===== config.mk =====
export PLATFORM = sky130hd
export DESIGN_NAME = mdu_div_seq
export DESIGN_NICKNAME = d
export VERILOG_FILES = /design/src/rtl/mdu_div_seq.sv
export SDC_FILE = /design/constraint.sdc
export NUM_CORES = 1
export LEC_CHECK = 0
export ABC_CLOCK_PERIOD_IN_PS = 5000
export BUFFER_PORTS_ARGS = -buffer_cell sky130_fd_sc_hd__buf_2
export CAP_MARGIN = 25
export CORE_MARGIN = 5
export CORE_UTILIZATION = 35
export CTS_CLUSTER_DIAMETER = 200
export DETAILED_ROUTE_END_ITERATION = 16
export SLEW_MARGIN = 0
export SYNTH_ARGS = -nofsm -noshare
export SYNTH_HDL_FRONTEND = slang
export SYNTH_SLANG_ARGS = --single-unit

===== constraint.sdc =====
create_clock -name clk -period 5 [get_ports clk]
set_clock_uncertainty 0.05 [all_clocks]
set_input_delay 1 -clock clk [delete_from_list [all_inputs] [get_ports clk]]
set_output_delay 1 -clock clk [all_outputs]
set_load 0.02 [all_outputs]

===== src/rtl/mdu_div_seq.sv =====
// Sequential integer divider: one restoring shift-subtract step per cycle.
// Handles DIV/DIVU/REM/REMU, with divide-by-zero and signed overflow resolved
// at acceptance so that they complete in a single cycle.
module mdu_div_seq #(
   parameter int unsigned WORD_WIDTH = 32
) (
   input  logic                  clk,
   input  logic                  rst_n,
   input  logic                  start_i,
   input  logic [1:0]            operator_i,
   input  logic [WORD_WIDTH-1:0] operand_a_i,
   input  logic [WORD_WIDTH-1:0] operand_b_i,
   input  logic                  flush_i,
   output logic                  ready_o,
   output logic                  stall_o,
   output logic                  valid_o,
   output logic [WORD_WIDTH-1:0] result_o
);

   localparam int unsigned W  = WORD_WIDTH;
   localparam int unsigned CW = $clog2(WORD_WIDTH) + 1;

   // operator_i[1] selects remainder, operator_i[0] selects unsigned
   typedef enum logic [1:0] {
      IDLE   = 2'd0,
      DIVIDE = 2'd1,
      DONE   = 2'd2
   } state_t;

   state_t        state,      state_nxt;
   logic [CW-1:0] count,      count_nxt;
   logic [W:0]    prem,       prem_nxt;
   logic [W-1:0]  quo,        quo_nxt;
   logic [W-1:0]  dvsr,       dvsr_nxt;
   logic [1:0]    op,         op_nxt;
   logic          sign_q,     sign_q_nxt;
   logic          sign_r,     sign_r_nxt;

   logic          a_neg, b_neg, div_zero, ovf;
   logic [W-1:0]  a_mag, b_mag;
   logic [W:0]    shifted, diff;
   logic [W-1:0]  sel, res_val;
   logic          res_neg;

   // Operand conditioning and one restoring iteration
   always_comb begin
      a_neg    = ~operator_i[0] & operand_a_i[W-1];
      b_neg    = ~operator_i[0] & operand_b_i[W-1];
      a_mag    = a_neg ? (~operand_a_i + W'(1)) : operand_a_i;
      b_mag    = b_neg ? (~operand_b_i + W'(1)) : operand_b_i;
      div_zero = (operand_b_i == '0);
      ovf      = ~operator_i[0]
                 & (operand_a_i == {1'b1, {(W-1){1'b0}}})
                 & (operand_b_i == '1);
      shifted  = {prem[W-1:0], quo[W-1]};
      diff     = shifted - {1'b0, dvsr};
      sel      = op[1] ? prem[W-1:0] : quo;
      res_neg  = op[1] ? sign_r : sign_q;
      res_val  = res_neg ? (~sel + W'(1)) : sel;
   end

   // Next-state, datapath update and output decode
   always_comb begin
      state_nxt  = state;
      count_nxt  = count;
      prem_nxt   = prem;
      quo_nxt    = quo;
      dvsr_nxt   = dvsr;
      op_nxt     = op;
      sign_q_nxt = sign_q;
      sign_r_nxt = sign_r;
      ready_o    = 1'b0;
      stall_o    = 1'b0;
      valid_o    = 1'b0;
      result_o   = '0;

      case (state)
         IDLE: begin
            ready_o = 1'b1;
            stall_o = start_i & ~flush_i;
            if (start_i && !flush_i) begin
               op_nxt = operator_i;
               if (div_zero) begin
                  state_nxt  = DONE;
                  quo_nxt    = '1;
                  prem_nxt   = {1'b0, operand_a_i};
                  sign_q_nxt = 1'b0;
                  sign_r_nxt = 1'b0;
               end else if (ovf) begin
                  state_nxt  = DONE;
                  quo_nxt    = {1'b1, {(W-1){1'b0}}};
                  prem_nxt   = '0;
                  sign_q_nxt = 1'b0;
                  sign_r_nxt = 1'b0;
               end else begin
                  state_nxt  = DIVIDE;
                  count_nxt  = CW'(W);
                  prem_nxt   = '0;
                  quo_nxt    = a_mag;
                  dvsr_nxt   = b_mag;
                  sign_q_nxt = a_neg ^ b_neg;
                  sign_r_nxt = a_neg;
               end
            end
         end
         DIVIDE: begin
            stall_o   = ~flush_i;
            count_nxt = count - CW'(1);
            if (!diff[W]) begin
               prem_nxt = diff;
               quo_nxt  = {quo[W-2:0], 1'b1};
            end else begin
               prem_nxt = shifted;
               quo_nxt  = {quo[W-2:0], 1'b0};
            end
            if (count == CW'(1)) begin
               state_nxt = DONE;
            end
         end
         DONE: begin
            valid_o   = ~flush_i;
            result_o  = res_val;
            state_nxt = IDLE;
         end
         default: begin
            state_nxt = IDLE;
         end
      endcase

      if (flush_i) begin
         state_nxt = IDLE;
      end
   end

   // State and datapath registers
   always_ff @(posedge clk or negedge rst_n) begin
      if (!rst_n) begin
         state  <= IDLE;
         count  <= '0;
         prem   <= '0;
         quo    <= '0;
         dvsr   <= '0;
         op     <= '0;
         sign_q <= 1'b0;
         sign_r <= 1'b0;
      end else begin
         state  <= state_nxt;
         count  <= count_nxt;
         prem   <= prem_nxt;
         quo    <= quo_nxt;
         dvsr   <= dvsr_nxt;
         op     <= op_nxt;
         sign_q <= sign_q_nxt;
         sign_r <= sign_r_nxt;
      end
   end

endmodule

==> qor.csv <==
metric,value,unit
Total Wirelength,28.3,mm
crit-path max cell delay,0.66,ns
post-CTS sizing,0,
Post-synth top cells,"128 x nand2_1, 123 x o21ai_0, 117 x nor2_1",
max-cap check violation count,0,
worst path cell trace,"mux2i_1, ha_1, nand2_1, or4b_1, or3_1, nor2_1, and2_1, a21oi_1, xor2_1, nor2_2, buf_2",
drt pass-1 iters,5,
Area contributors post-synth,"dfrtp_1 29%, o21ai_0 6.6%, xnor2_1 5.9%",
Routed Antenna Nets,0,
Slew Limit Fails,0,
GRT overflow,0,
CP Launch Type,flop,
status,"complete, no violations",
Hold Startpoint,dvsr[23]$_DFFE_PN0P_,
Mapped Nets,1311,
total track usage,18.3,%
area delta synth->final,12.5,%
DRC Markers,0,
Logic pwr share,59.8,%
Post-Synthesis Cells,1202,
initial antenna violation count,0,
Mapped Avg Cell Area,7.74,sq um
Main synth FF type,dfrtp_1,
Ant. Diodes,0,
Hold Path End,dvsr[23]$_DFFE_PN0P_,
"setup slack, reg-to-reg",1.04,ns
Reg power frac,28.2,%
fin nets,1381,
TritonCTS Sinks,107,
DRT iter0 DRCs,654,
cell taking the most area after synthesis,dfrtp_1,
most common cell in the netlist,nand2_1,
Setup CP Type,flop to primary output,
WL/cell,17.5,um
achievable clock frequency,211,MHz
root buffer cell,clkbuf_16,
RSZ-0062 raised after global routing,no,
"EDFF count, synth",0,
HPWL Detailed,22.1,mm
Clk pwr share,12.0,%
worst-path fanout max,22,
share of cells above drive strength 1,12.9,%
# H-tree levels,3,
Starting Density,35.6,%
CP Capture Type,primary output,
P_int,0.00308,W
Num CTS Buffers,9,
Ys Warns,0,
Sw Ratio,49.0,%
number of port buffers,104,
VDD IR max,240,uV
final setup margin,0.270,ns
worst-case reg-to-reg path depth,13,
Clock transition at path regs,0.07,ns
period utilisation layout,94.6,%
synth unique cells,68,
vias in the first global route,8410,
total number of vias,8852,
Hold Path Stages,2,
vias per std cell,5.49,
Worst Hold Class,flop to flop,
setup violators final,0,
PnR Total Power,0.00604,W
min Tclk post-route,4.73,ns
Synth Cell Area,0.00930,sq mm
final hold violation count,0,
CORE AREA,0.0261,sq mm
largest net degree at the start of global routing,69,
total negative setup slack,0,ns
Worst R2R End,prem[4]$_DFFE_PN0P_,
switching power,0.00296,W
die area,0.0299,sq mm
PwrDens,578,mW/mm^2
clk_lat worst skew,0.36,ns
FILL cells,2772,
#FFs+latches synth,107,
gp weighted congestion,0.899,
Leak,4.57,nW
first-pass GRT wire length,45.4,mm
"slowest stage cell, crit path",dfrtp_2,
FF-to-FF Start,quo[31]$_DFFE_PN0P_,
Die Y,173,um
postcts setup bufs,0,
Async SR Flop Fraction,100,%
"Req. time, crit path",3.95,ns
Ports,105,
share of the synthesized area in the top cell type,28.8,%
CTS max path bufs,2,
"Hold-fix buffers, CTS",0,
worst slew pin tran,0.970,ns
Die Wd,173,um
CTS tree,built,
CP arrival,3.68,ns
sequential share of the synthesized area,28.8,%
worst rel slew slack,35.1,%
dpl ws,0.648,ns
Cell Rows,59,
-- critical path, delay by kind of cell, from the launching register on --
kind | cells | cell delay, ns
xor gates and xnor gates | 1 | 0.16
muxes | 1 | 0.38
adders and majority gates | 1 | 0.25
DFF | 1 | 0.66
buffers and inverters | 1 | 0.17
and+or+nand+nor | 6 | 1.60
AOI/OAI and AO/OA | 1 | 0.09
-- layout by cell type, fill, tap and decap left out, types with 8 or more instances in the layout --
master | Yosys | layout
a211oi_1 | 13 | 13
a21o_1 | 13 | 13
a21oi_1 | 102 | 102
a22oi_1 | 15 | 15
a31oi_1 | 24 | 24
and3_1 | 12 | 12
buf_2 | 19 | 103
buf_4 | 2 | 19
clkbuf_16 | 0 | 9
dfrtp_1 | 107 | 106
ha_1 | 38 | 38
inv_1 | 52 | 52
mux2i_1 | 47 | 46
nand2_1 | 128 | 128
nand2b_1 | 16 | 16
nand3_1 | 20 | 20
nand4_1 | 21 | 21
nor2_1 | 117 | 114
nor3_1 | 26 | 26
nor3b_1 | 8 | 8
nor4_1 | 11 | 11
o21ai_0 | 123 | 123
o22ai_1 | 9 | 9
o31ai_1 | 18 | 18
xnor2_1 | 63 | 63
xor2_1 | 58 | 57
-- state kept, by name (all words and copies together), names as in the netlist --
name / cells
sign_r: 1
prem: 32
op: 1
sign_q: 1
quo: 32
state: 2
dvsr: 32
count: 6
-- per-stage QoR --
stage,area (sq um),util [%],hold WS [ns],std cells
after floorplan,9320,-,0.400,1202
after global placement,10200,38.9,0.411,1596
after detailed placement,10200,38.9,0.422,1596
after CTS,10500,40.0,0.438,1611
after global routing,10500,40.0,0.465,1611
final,10500,40.0,0.432,1611
-- layer usage --
metal / vias to the layer above / wire length [um] / global-route usage [%] / share of wire, %
li1: 4452 / - / - / -
met1: 4103 / 14200 / 28.0 / 50
met2: 266 / 11800 / 26.9 / 42
met3: 31 / 1600 / 1.99 / 5.7
met4: 0 / 692 / 5.75 / 2.4
met5: - / 0 / 0 / 0
-- power groups by stage --
stage	combinational, W	clock, W	sequential [W]
2_1_floorplan	0.00289	0	0.00148
3_3_place_gp	0.00353	0	0.00169
3_5_place_dp	0.00359	0	0.00170
4_1_cts	0.00360	0.000735	0.00168
5_1_grt	0.00406	0.000768	0.00175
6_report	0.00361	0.000722	0.00171
-- layout make-up --
cell class | instances | area [sq um] | area share, %
tap | 335 | 419 | 4.01
timing repair buffer | 123 | 678 | 6.48
clock buffer | 11 | 253 | 2.42
sequential | 107 | 2680 | 25.6
multi-input combinational | 979 | 6200 | 59.3
inverter | 52 | 195 | 1.87
clock inverter | 4 | 33.8 | 0.323
-- how the worst max path moves through the flow --
| stage | end | slack [ns] | cells after the start | from |
|---|---|---|---|---|
| 6_report | result_o[24] | 0.27 | 11 | op[1]$_DFFE_PN0P_ |
| 4_1_cts | result_o[24] | 0.24 | 11 | op[1]$_DFFE_PN0P_ |
| 3_3_place_gp | result_o[26] | 0.80 | 11 | op[1]$_DFFE_PN0P_ |
| 5_1_grt | result_o[26] | 0.06 | 11 | op[1]$_DFFE_PN0P_ |
| 2_1_floorplan | result_o[26] | 0.04 | 16 | op[1]$_DFFE_PN0P_ |
| 3_5_place_dp | result_o[24] | 0.65 | 11 | op[1]$_DFFE_PN0P_ |
-- cell families (layout without fill, tap and decap cells) --
logic type | Yosys count | count (layout) | share of synthesized area [%]
and+or+nand+nor | 401 | 401 | 20.4
buffers and inverters | 116 | 190 | 5.02
DFF | 107 | 107 | 28.8
adders and majority gates | 39 | 39 | 5.33
muxes | 49 | 49 | 5.30
AOI/OAI and AO/OA | 369 | 369 | 23.8
xor gates and xnor gates | 121 | 121 | 11.4
Power figures use the tool's default switching activity.
